[config.mk]
export PLATFORM = sky130hd
export DESIGN_NAME = vram_scan_arbiter_flat
export DESIGN_NICKNAME = d
export VERILOG_FILES = /design/src/rtl/vram_scan_arbiter_if.sv /design/src/rtl/vram_scan_arbiter.sv /design/src/flat_wrapper.sv
export SDC_FILE = /design/constraint.sdc
export NUM_CORES = 1
export LEC_CHECK = 0
export ABC_CLOCK_PERIOD_IN_PS = 3100
export BUFFER_PORTS_ARGS = -buffer_cell sky130_fd_sc_hd__buf_2
export CAP_MARGIN = 20
export CORE_UTILIZATION = 55
export CTS_CLUSTER_DIAMETER = 60
export DETAILED_ROUTE_END_ITERATION = 10
export HOLD_SLACK_MARGIN = 0.02
export MAX_ROUTING_LAYER = met4
export PLACE_DENSITY = 0.8
export SETUP_SLACK_MARGIN = 0.1
export SYNTH_ARGS = -nofsm -noshare
export SYNTH_HDL_FRONTEND = slang
export SYNTH_SLANG_ARGS = --single-unit
[constraint.sdc]
create_clock -name pixel_clk -period 3.1 [get_ports pixel_clk]
set_input_delay 0.93 -clock pixel_clk [delete_from_list [all_inputs] [get_ports pixel_clk]]
set_output_delay 0.93 -clock pixel_clk [all_outputs]
set_load 0.02 [all_outputs]
[src/rtl/vram_scan_arbiter_if.sv]
// vram_scan_arbiter_if: writer handshake plus single-port VRAM bus
interface vram_scan_arbiter_if #(
    parameter int ADDR_W = 16,
    parameter int WORD_W = 16
);
    logic              wr_valid;
    logic              wr_ready;
    logic [ADDR_W-1:0] wr_addr;
    logic [WORD_W-1:0] wr_data;
    logic [ADDR_W-1:0] mem_addr;
    logic              mem_we;
    logic [WORD_W-1:0] mem_wdata;
    logic [WORD_W-1:0] mem_rdata;
    modport slave (
        input  wr_valid, wr_addr, wr_data, mem_rdata,
        output wr_ready, mem_addr, mem_we, mem_wdata
    );
    modport master (
        output wr_valid, wr_addr, wr_data, mem_rdata,
        input  wr_ready, mem_addr, mem_we, mem_wdata
    );
endinterface

[src/rtl/vram_scan_arbiter.sv]
// vram_scan_arbiter: shares a single-port VRAM between display line prefetch and a drawing writer
module vram_scan_arbiter #(
    parameter int H_TOTAL    = 800,
    parameter int V_TOTAL    = 525,
    parameter int H_VISIBLE  = 640,
    parameter int V_VISIBLE  = 480,
    parameter int PIX_W      = 2,
    parameter int WORD_W     = 16,
    parameter int ADDR_W     = 16,
    parameter int FIFO_DEPTH = 4,
    parameter int FETCH_LEAD = 16
) (
    input  logic             pixel_clk,
    input  logic             reset,
    input  logic [9:0]       row,
    input  logic [9:0]       col,
    input  logic             visible,
    vram_scan_arbiter_if.slave bus,
    output logic [PIX_W-1:0] pix_data,
    output logic             pix_valid,
    output logic             underflow,
    input  logic             underflow_clr
);
    localparam int PIX_PER_WORD   = WORD_W / PIX_W;
    localparam int WORDS_PER_LINE = H_VISIBLE / PIX_PER_WORD;
    localparam int SEL_W          = $clog2(PIX_PER_WORD);
    localparam int PTR_W          = $clog2(FIFO_DEPTH);
    localparam int OCC_W          = $clog2(FIFO_DEPTH + 1);
    localparam int CNT_W          = $clog2(WORDS_PER_LINE + 1);
    localparam logic [9:0] TRIG_ROW   = 10'(H_TOTAL - FETCH_LEAD);
    localparam logic [9:0] LAST_COL   = 10'(V_TOTAL - 1);
    localparam logic [9:0] FETCH_LIM  = 10'(V_VISIBLE - 1);

    typedef enum logic {IDLE, FETCH} state_t;

    state_t            state;
    logic [WORD_W-1:0] fifo [FIFO_DEPTH];
    logic [PTR_W-1:0]  wr_ptr;
    logic [PTR_W-1:0]  rd_ptr;
    logic [OCC_W-1:0]  occ;
    logic              in_flight;
    logic [ADDR_W-1:0] fetch_addr;
    logic [CNT_W-1:0]  words;
    logic [WORD_W-1:0] hold;
    logic [WORD_W-1:0] head;
    logic [SEL_W-1:0]  pix_sel;
    logic              trigger;
    logic              frame_start;
    logic              issue;
    logic              push;
    logic              pop;
    logic              empty;

    always_comb begin
        frame_start   = row == TRIG_ROW && col == LAST_COL;
        trigger       = row == TRIG_ROW && (col == LAST_COL || col < FETCH_LIM);
        issue         = state == FETCH && (occ + OCC_W'(in_flight)) < OCC_W'(FIFO_DEPTH);
        empty         = occ == '0;
        push          = in_flight && !frame_start;
        pix_sel       = row[SEL_W-1:0];
        pop           = visible && pix_sel == '0;
        head          = fifo[rd_ptr];
        bus.wr_ready  = !issue;
        bus.mem_addr  = issue ? fetch_addr : bus.wr_addr;
        bus.mem_we    = !issue && bus.wr_valid;
        bus.mem_wdata = bus.wr_data;
    end

    always_ff @(posedge pixel_clk) begin
        if (push) fifo[wr_ptr] <= bus.mem_rdata;
    end

    always_ff @(posedge pixel_clk or negedge reset) begin
        if (!reset) begin
            state      <= IDLE;
            wr_ptr     <= '0;
            rd_ptr     <= '0;
            occ        <= '0;
            in_flight  <= 1'b0;
            fetch_addr <= '0;
            words      <= '0;
            hold       <= '0;
            pix_data   <= '0;
            pix_valid  <= 1'b0;
            underflow  <= 1'b0;
        end else begin
            // a frame-start trigger is the recovery point: stale words and the read in the air are dropped
            in_flight <= issue && !frame_start;
            if (frame_start) begin
                fetch_addr <= '0;
                wr_ptr     <= '0;
                rd_ptr     <= '0;
                occ        <= '0;
            end else begin
                if (issue) fetch_addr <= fetch_addr + ADDR_W'(1);
                if (push) wr_ptr <= wr_ptr + PTR_W'(1);
                if (pop && !empty) rd_ptr <= rd_ptr + PTR_W'(1);
                occ <= occ + OCC_W'(push) - OCC_W'(pop && !empty);
            end
            if (trigger) begin
                state <= FETCH;
                words <= '0;
            end else if (issue) begin
                words <= words + CNT_W'(1);
                if (words == CNT_W'(WORDS_PER_LINE - 1)) state <= IDLE;
            end
            pix_valid <= visible;
            if (pop) hold <= empty ? '0 : head;
            pix_data  <= !visible ? '0 : pop ? (empty ? '0 : head[PIX_W-1:0]) : hold[PIX_W*pix_sel +: PIX_W];
            underflow <= (pop && empty) || (underflow && !underflow_clr);
        end
    end
endmodule

[src/flat_wrapper.sv]
// flat-port wrapper written by rule: the top's interface ports become plain ports
module vram_scan_arbiter_flat 
#(
    parameter int H_TOTAL    = 800,
    parameter int V_TOTAL    = 525,
    parameter int H_VISIBLE  = 640,
    parameter int V_VISIBLE  = 480,
    parameter int PIX_W      = 2,
    parameter int WORD_W     = 16,
    parameter int ADDR_W     = 16,
    parameter int FIFO_DEPTH = 4,
    parameter int FETCH_LEAD = 16
)
  (pixel_clk, reset, row, col, visible, pix_data, pix_valid, underflow, underflow_clr, bus_wr_valid, bus_wr_addr, bus_wr_data, bus_mem_rdata, bus_wr_ready, bus_mem_addr, bus_mem_we, bus_mem_wdata);
  vram_scan_arbiter_if #(.ADDR_W(ADDR_W), .WORD_W(WORD_W)) bus_i ();
  input  logic pixel_clk;
  input  logic reset;
  input  logic [9:0] row;
  input  logic [9:0] col;
  input  logic visible;
  output logic [PIX_W-1:0] pix_data;
  output logic pix_valid;
  output logic underflow;
  input  logic underflow_clr;
  input wire logic [$bits(bus_i.wr_valid)-1:0] bus_wr_valid;
  input wire logic [$bits(bus_i.wr_addr)-1:0] bus_wr_addr;
  input wire logic [$bits(bus_i.wr_data)-1:0] bus_wr_data;
  input wire logic [$bits(bus_i.mem_rdata)-1:0] bus_mem_rdata;
  output wire logic [$bits(bus_i.wr_ready)-1:0] bus_wr_ready;
  output wire logic [$bits(bus_i.mem_addr)-1:0] bus_mem_addr;
  output wire logic [$bits(bus_i.mem_we)-1:0] bus_mem_we;
  output wire logic [$bits(bus_i.mem_wdata)-1:0] bus_mem_wdata;
  assign bus_i.wr_valid = bus_wr_valid;
  assign bus_i.wr_addr = bus_wr_addr;
  assign bus_i.wr_data = bus_wr_data;
  assign bus_i.mem_rdata = bus_mem_rdata;
  assign bus_wr_ready = bus_i.wr_ready;
  assign bus_mem_addr = bus_i.mem_addr;
  assign bus_mem_we = bus_i.mem_we;
  assign bus_mem_wdata = bus_i.mem_wdata;
  vram_scan_arbiter #(.H_TOTAL(H_TOTAL), .V_TOTAL(V_TOTAL), .H_VISIBLE(H_VISIBLE), .V_VISIBLE(V_VISIBLE), .PIX_W(PIX_W), .WORD_W(WORD_W), .ADDR_W(ADDR_W), .FIFO_DEPTH(FIFO_DEPTH), .FETCH_LEAD(FETCH_LEAD)) u_core (.pixel_clk(pixel_clk), .reset(reset), .row(row), .col(col), .visible(visible), .bus(bus_i), .pix_data(pix_data), .pix_valid(pix_valid), .underflow(underflow), .underflow_clr(underflow_clr));
endmodule
==> summary.txt, run 1 <==
Routing
  • Total number of vias: 3574
  • Drt pass-1 iters: 4
  • Wire per inst: 19.7 um
  • Drt via density: 5.95
  • DRC: 0
  • 1st-iter DRT viols: 182
  • Routed Antenna Nets: 0
  • Total Wirelength: 11800 um

Timing
  • Final Skew: 0.00659 ns
  • Final Cycle Share: 94.1%
  • Fin worst setup slack: 0.184 ns
  • Setup-failing EPs final: 0
  • Tightest Pin Transition: 0.887 ns
  • Min Tclk post-route: 2.92 ns
  • Fmax: 343 MHz
  • RSZ-0062 raised after global routing: no
  • Rel. slew slack: 40.9%
  • Setup TNS: 0 ns
  • Max Slew Vio Count: 0
  • Count of final hold-check violations: 0

Die
  • CORE AREA: 9280 um2
  • Total I/O pin count: 111
  • Rows: 35
  • Chip Width: 100 um
  • Die Area: 10000 um2
  • Die height: 100 um
  • Initial Util: 57.1%

Finish
  • Layout fillers: 601
  • Sequential cell area: 3230 um2
  • Area Growth Syn to Fin: 23.9%
  • Share of layout cells above drive strength 1: 40.0%
  • Antenna diodes: 0
  • Fin cells: 601
  • Fin nets: 541
  • Area of the multi-input gates: 1910 um2
  • Post-layout util: 70.7%

Global routing
  • First-pass GRT wire length: 18900 um
  • Met3 Use GR: 6.06%
  • Number of global-route vias before repair: 3720
  • Most Crowded Layer GR: met2
  • GRT met2 Usage: 44.8%
  • Pin count of the biggest net entering global routing: 53
  • Initial antenna violation count: 0
  • Global-route usage over all layers: 26.3%
  • Global routing usage on met1: 29.9%
  • Congestion Overflow GR: 0

Min path
  • Hold worst-path end: u_core.hold[0]$_DFFE_PN0P_
  • Hold Path Depth: 2
  • Min-Delay Startpoint: u_core.hold[0]$_DFFE_PN0P_
  • Hold Path Class: flop to flop

Yosys
  • Main flop type after synthesis: edfxtp_1
  • Mapped Cells: 369
  • Yosys warns: 0
  • Share of the yosys chip area belonging to registers: 60.8%
  • Synth area leader: edfxtp_1
  • Post-Syn Nets: 451
  • Asr flop ratio synth: 44.8%
  • Yosys reg bits: 116
  • Area contributors post-synth: edfxtp_1 36%, dfrtp_1 25%, mux4_2 8.1%
  • Number of synthesized flops with an enable pin: 64
  • Avg Cell Area, Syn: 14.4 um2
  • Cell variety after synth: 47
  • Post-Syn Area: 5300 um2
  • Post-synth top area share: 36.3%

Critical path
  • Critical Path RT: 2.17 ns
  • Crit Path Category: flop to primary output
  • R2R Path Start: u_core.occ[1]$_DFF_PN0_
  • Maximum fanout along the worst path: 12
  • R2R Setup Slk: 0.85 ns
  • Worst R2R End: u_core.occ[2]$_DFF_PN0_
  • CP max-delay cell: mux2_8
  • Crit end category: primary output
  • Critical Path, Cell by Cell: and3_4 > mux2_8 > mux2_2 > buf_2
  • Arrival time at the worst endpoint: 1.99 ns
  • Worst r2r path cells: 12
  • Peak per-stage delay on the critical path: 0.42 ns
  • Setup crit start kind: flop

Clocking
  • Clock Latency Late Sink: 0.51 ns
  • Clock buffer depth: 2
  • CTS buffer count: 17
  • CTS tree: built
  • Clk slew on worst S/H paths: 0.06 ns
  • Htree depth: 4
  • Root buf cell: clkbuf_8
  • Clock sink count: 116

Flow run
  • Max Cap Violations: 0

Placement
  • HPWL after DPL: 7000 um
  • Place WS: -0.000567 ns
  • Gpl congestion: 0.813
  • Placed insts: 559
  • PortBufs: 78

Pwr
  • Worst VDD drop: 0.589 mV
  • Cell area power density: 869 nW/um2
  • Pleak: 2.67 nW

Run status
  • Status: finished, final reports clean
## where the power goes
| part | internal, W | switching, W | total (W) |
|---|---|---|---|
| Sequential | 0.00191 | 0.000370 | 0.00228 |
| Clock | 0.00140 | 0.000716 | 0.00212 |
| Combinational | 0.000684 | 0.000628 | 0.00131 |
| Total | 0.00399 | 0.00171 | 0.00571 |
## routing by layer
metal / share of wire, % / up-vias / wire (um)
li1: - / 1605 / -
met1: 38 / 1785 / 4500
met2: 53 / 150 / 6290
met3: 6.3 / 34 / 743
met4: 2.5 / 0 / 297
met5: 0 / - / 0
## cell usage after synthesis, types with 6 or more instances
cell	count
mux4_2	19
or3_1	7
or4_1	11
mux2_2	17
clkbuf_1	7
buf_4	16
and3_1	6
nand2_1	18
nor2_1	12
inv_1	8
nand3_1	11
ha_1	8
buf_2	9
o31ai_1	12
a22o_1	14
edfxtp_1	64
a21oi_1	13
o21ai_0	7
dfrtp_1	52
## layout by cell type (no fill, tap or decap), types with 6 or more instances in the layout
| master | synthesis | layout |
|---|---|---|
| or3_1 | 7 | 7 |
| nand3_1 | 11 | 11 |
| mux2_2 | 17 | 17 |
| o21ai_0 | 7 | 7 |
| nor2_1 | 12 | 12 |
| o31ai_1 | 12 | 12 |
| or4_1 | 11 | 11 |
| and3_1 | 6 | 6 |
| inv_1 | 8 | 6 |
| a22o_1 | 14 | 14 |
| ha_1 | 8 | 6 |
| nand2_1 | 18 | 18 |
| dfrtp_1 | 52 | 49 |
| clkbuf_16 | 0 | 16 |
| buf_2 | 9 | 78 |
| mux4_2 | 19 | 19 |
| a21oi_1 | 13 | 13 |
| buf_4 | 16 | 24 |
| edfxtp_1 | 64 | 64 |
## metrics by stage
stage	hold WS [ns]	total power (W)	cell area, um2
final	0.497	0.00571	6560
after global routing	0.500	0.00597	6560
after CTS	0.492	0.00566	6520
after detailed placement	0.472	0.00351	5810
after global placement	0.456	0.00341	5810
after floorplan	0.441	0.00316	5350
## critical path, delay by kind of cell, from the launching register on
family        cells  cell delay, ns
buf+inv           1            0.16
mux               2            0.70
simple gates      1            0.23
flops             1            0.38
## flip-flops by register name (all words and copies together) (netlist names), 2 cells and up
| name | flops |
|---|---|
| u_core.occ | 3 |
| u_core.rd_ptr | 2 |
| u_core.hold | 16 |
| u_core.fifo | 64 |
| u_core.wr_ptr | 2 |
| u_core.pix_data | 2 |
| u_core.fetch_addr | 16 |
| u_core.words | 7 |
## area by class of cell
cell class                      instances  area share (%)
Clock inverter                         14            3.43
Multi-Input combinational cell        213            29.1
Sequential cell                       116            49.2
Inverter                                8           0.457
Timing Repair Buffer                  103            9.00
Tap cell                              129            2.46
Clock buffer                           18            6.37
## repair_timing
item,CTS,global route
cloned,2,0
gates resized for setup,3,2
setup endpoints to repair,17,15
buffers inserted,2,6
hold buffers,0,0
pin swaps,1,0
## how the worst max path moves through the flow
stage | from | endpoint | slack (ns) | cells past startpoint
final | u_core.occ[1]$_DFF_PN0_ | bus_mem_addr[9] | 0.18 | 4
after detailed placement | col[1] | u_core.occ[2]$_DFF_PN0_ | -0.0006 | 11
after floorplan | row[0] | u_core.occ[2]$_DFF_PN0_ | -0.02 | 12
after global routing | u_core.occ[1]$_DFF_PN0_ | bus_mem_addr[9] | 0.10 | 4
after global placement | row[2] | u_core.occ[2]$_DFF_PN0_ | -0.0008 | 11
after CTS | u_core.occ[2]$_DFF_PN0_ | bus_mem_addr[12] | 0.11 | 4
## cells by family (layout without fill, tap and decap cells)
group | Yosys count | count (layout) | share of synthesized area [%]
buf+inv | 42 | 143 | 4.60
flops | 116 | 116 | 60.8
fa+ha+maj | 9 | 9 | 2.27
compound gates | 58 | 58 | 7.82
mux | 42 | 44 | 12.9
simple gates | 93 | 93 | 10.1
xor+xnor | 9 | 9 | 1.49
No activity file was read; power rests on OpenSTA's default activity.
==> run 2, diff against run 1 <==
Settings changed: CELL_PAD_IN_SITES_DETAIL_PLACEMENT set to 2, CELL_PAD_IN_SITES_GLOBAL_PLACEMENT set to 2, CORE_UTILIZATION 55 to 37, PLACE_DENSITY 0.8 to unset, PLACE_DENSITY_LB_ADDON set to 0.1.
==> run 2 against run 1 <==
Effect of this change:
- power fell by 5.5%
- combinational power barely moved
- worst setup slack improved by 0.010 ns
- register-to-register slack got worse by 0.05 ns
- clock skew barely moved
- largest cell class unchanged
- hold slack got worse by 0.0046 ns
- core utilization fell by 24 points
- critical path type unchanged
==> summary.txt, run 2 (synthesis results as in run 1) <==
Pwr
  • Logic pwr share: 23.9%
  • Sw frac: 32.3%
  • Worst VDD drop: 0.592 mV
  • Sw Pwr: 0.00174 W
  • Clk pwr share: 34.3%
  • Pleak: 2.53 nW
  • Sequential share of power: 41.8%
  • Pint: 0.00365 W
  • Cell area power density: 833 nW/um2
  • Tot Pwr: 0.00539 W

Die
  • Die height: 122 um
  • Total I/O pin count: 111
  • CORE AREA: 13900 um2
  • Die Area: 14800 um2
  • Initial Util: 38.0%
  • Chip Width: 122 um
  • Rows: 43

Placement
  • Dpl cell area: 5880 um2
  • PortBufs: 78
  • Placed insts: 611
  • HPWL after DPL: 8540 um
  • Gpl congestion: 0.719
  • Place WS: 0.00804 ns

Clocking
  • CTS buffer count: 17
  • Htree depth: 4
  • Clock sink count: 116
  • Hold-fix buffers at CTS: 0
  • Root buf cell: clkbuf_16
  • CTS tree: built
  • Clock buffer depth: 2
  • Clk slew on worst S/H paths: 0.06 ns
  • Setup bufs post-CTS: 0
  • Clock Latency Late Sink: 0.41 ns

Timing
  • Final Skew: 0.00658 ns
  • Count of final hold-check violations: 0
  • Min Tclk post-route: 2.91 ns
  • Rel. slew slack: 41.7%
  • RSZ-0062 raised after global routing: no
  • Setup-failing EPs final: 0
  • Final Cycle Share: 93.7%
  • Setup TNS: 0 ns
  • Max Slew Vio Count: 0
  • Fmax: 344 MHz
  • Fin worst setup slack: 0.194 ns
  • Tightest Pin Transition: 0.875 ns

Finish
  • Fin cells: 645
  • Max reg flops: 64
  • Share of layout cells above drive strength 1: 38.5%
  • Commonest non-fill, non-tap cell in the layout: buf_2
  • Final Cell Area: 6470 um2
  • Commonest non-fill, non-tap cells in the layout: 78 x buf_2, 64 x edfxtp_1, 50 x dfrtp_1, 19 x mux4_2
  • Area Growth Syn to Fin: 22.1%
  • Largest register by flop count: u_core.fifo
  • Fin nets: 534
  • Layout fillers: 1334
  • Antenna diodes: 0
  • Largest registers: u_core.fifo x64, u_core.fetch_addr x16, u_core.hold x16

Flow run
  • Max Cap Violations: 0

Global routing
  • Global-route usage over all layers: 19.7%
  • Congestion Overflow GR: 0
  • Pin count of the biggest net entering global routing: 31
  • Initial antenna violation count: 0
  • First-pass GRT wire length: 20700 um
  • Number of global-route vias before repair: 3857

Routing
  • Total number of vias: 3490
  • Wire per inst: 20.4 um
  • Metal3 WL: 490 um
  • WL met2: 7070 um
  • M1 wire length: 5480 um
  • Drt pass-1 iters: 4
  • Drt via density: 5.41
  • 1st-iter DRT viols: 137
  • Top Layer Used: met4
  • Routed Antenna Nets: 0
  • DRC: 0
  • Total Wirelength: 13200 um

Critical path
  • Crit end category: primary output
  • Setup crit start kind: flop
  • Crit Path Category: flop to primary output
  • R2R Setup Slk: 0.80 ns
  • Maximum fanout along the worst path: 9
  • Arrival time at the worst endpoint: 1.98 ns
  • Critical Path RT: 2.17 ns

Min path
  • Hold Path Class: flop to flop

Run status
  • Status: finished, final reports clean
-- run 2: changes by cell type in the layout (fill, tap and decap cells not counted), sizes merged --
| cell | change |
|---|---|
| buf | -7 |
| bufinv | -4 |
| clkbuf | -1 |
| clkinv | +1 |
| clkinvlp | +4 |
-- run 2: worst paths after layout --
path | to | startpoint | cells after the start
max in group asynchronous | u_core.in_flight$_DFF_PN0_ | reset | 2
setup reg to reg | u_core.words[5]$_DFFE_PN0P_ | u_core.in_flight$_DFF_PN0_ | 5
setup / recovery | bus_mem_addr[8] | u_core.in_flight$_DFF_PN0_ | 4
min in group asynchronous | u_core.words[5]$_DFFE_PN0P_ | reset | 1
hold / removal | u_core.hold[1]$_DFFE_PN0P_ | u_core.hold[1]$_DFFE_PN0P_ | 2
hold reg to reg | u_core.hold[1]$_DFFE_PN0P_ | u_core.hold[1]$_DFFE_PN0P_ | 2
-- run 2: routing by layer --
layer / track usage, % / vias up
met5: - / -
met4: 5.71 / 0
met3: 5.43 / 14
met2: 34.4 / 65
met1: 22.0 / 1818
li1: - / 1593
-- run 2: what timing repair did --
action	4_1_cts	5_1_grt
cloned	1	1
gates resized for setup	1	2
setup endpoints to repair	17	11
-- run 2: power by group through the flow --
| stage | logic [W] | registers (W) | clock network, W |
|---|---|---|---|
| after CTS | 0.00133 | 0.00226 | 0.00189 |
| after global routing | 0.00145 | 0.00230 | 0.00195 |
| after global placement | 0.00122 | 0.00226 | 0 |
| after detailed placement | 0.00130 | 0.00228 | 0 |
| final | 0.00129 | 0.00225 | 0.00185 |
| after floorplan | 0.00104 | 0.00212 | 0 |
-- run 2: final cells by class --
cell class	count	area [um2]	share of cell area, %
timing repair buffer	96	538	8.32
sequential	116	3230	49.9
inverter	8	30.0	0.464
clock inverter	15	130	2.01
multi-input combinational	213	1890	29.3
tap	180	225	3.48
clock buffer	17	425	6.58
-- run 2: metrics by stage --
stage	util, %	hold WS, ns
global placement	42.2	0.462
CTS	46.3	0.494
finish	46.4	0.493
global route	46.4	0.532
detailed placement	42.2	0.478
floorplan	-	0.441
-- run 2: critical path: stages (launching register included) --
cell     delay, ns
dfrtp_2       0.45
and3_4        0.27
mux2_4        0.38
mux2_2        0.29
buf_2         0.16
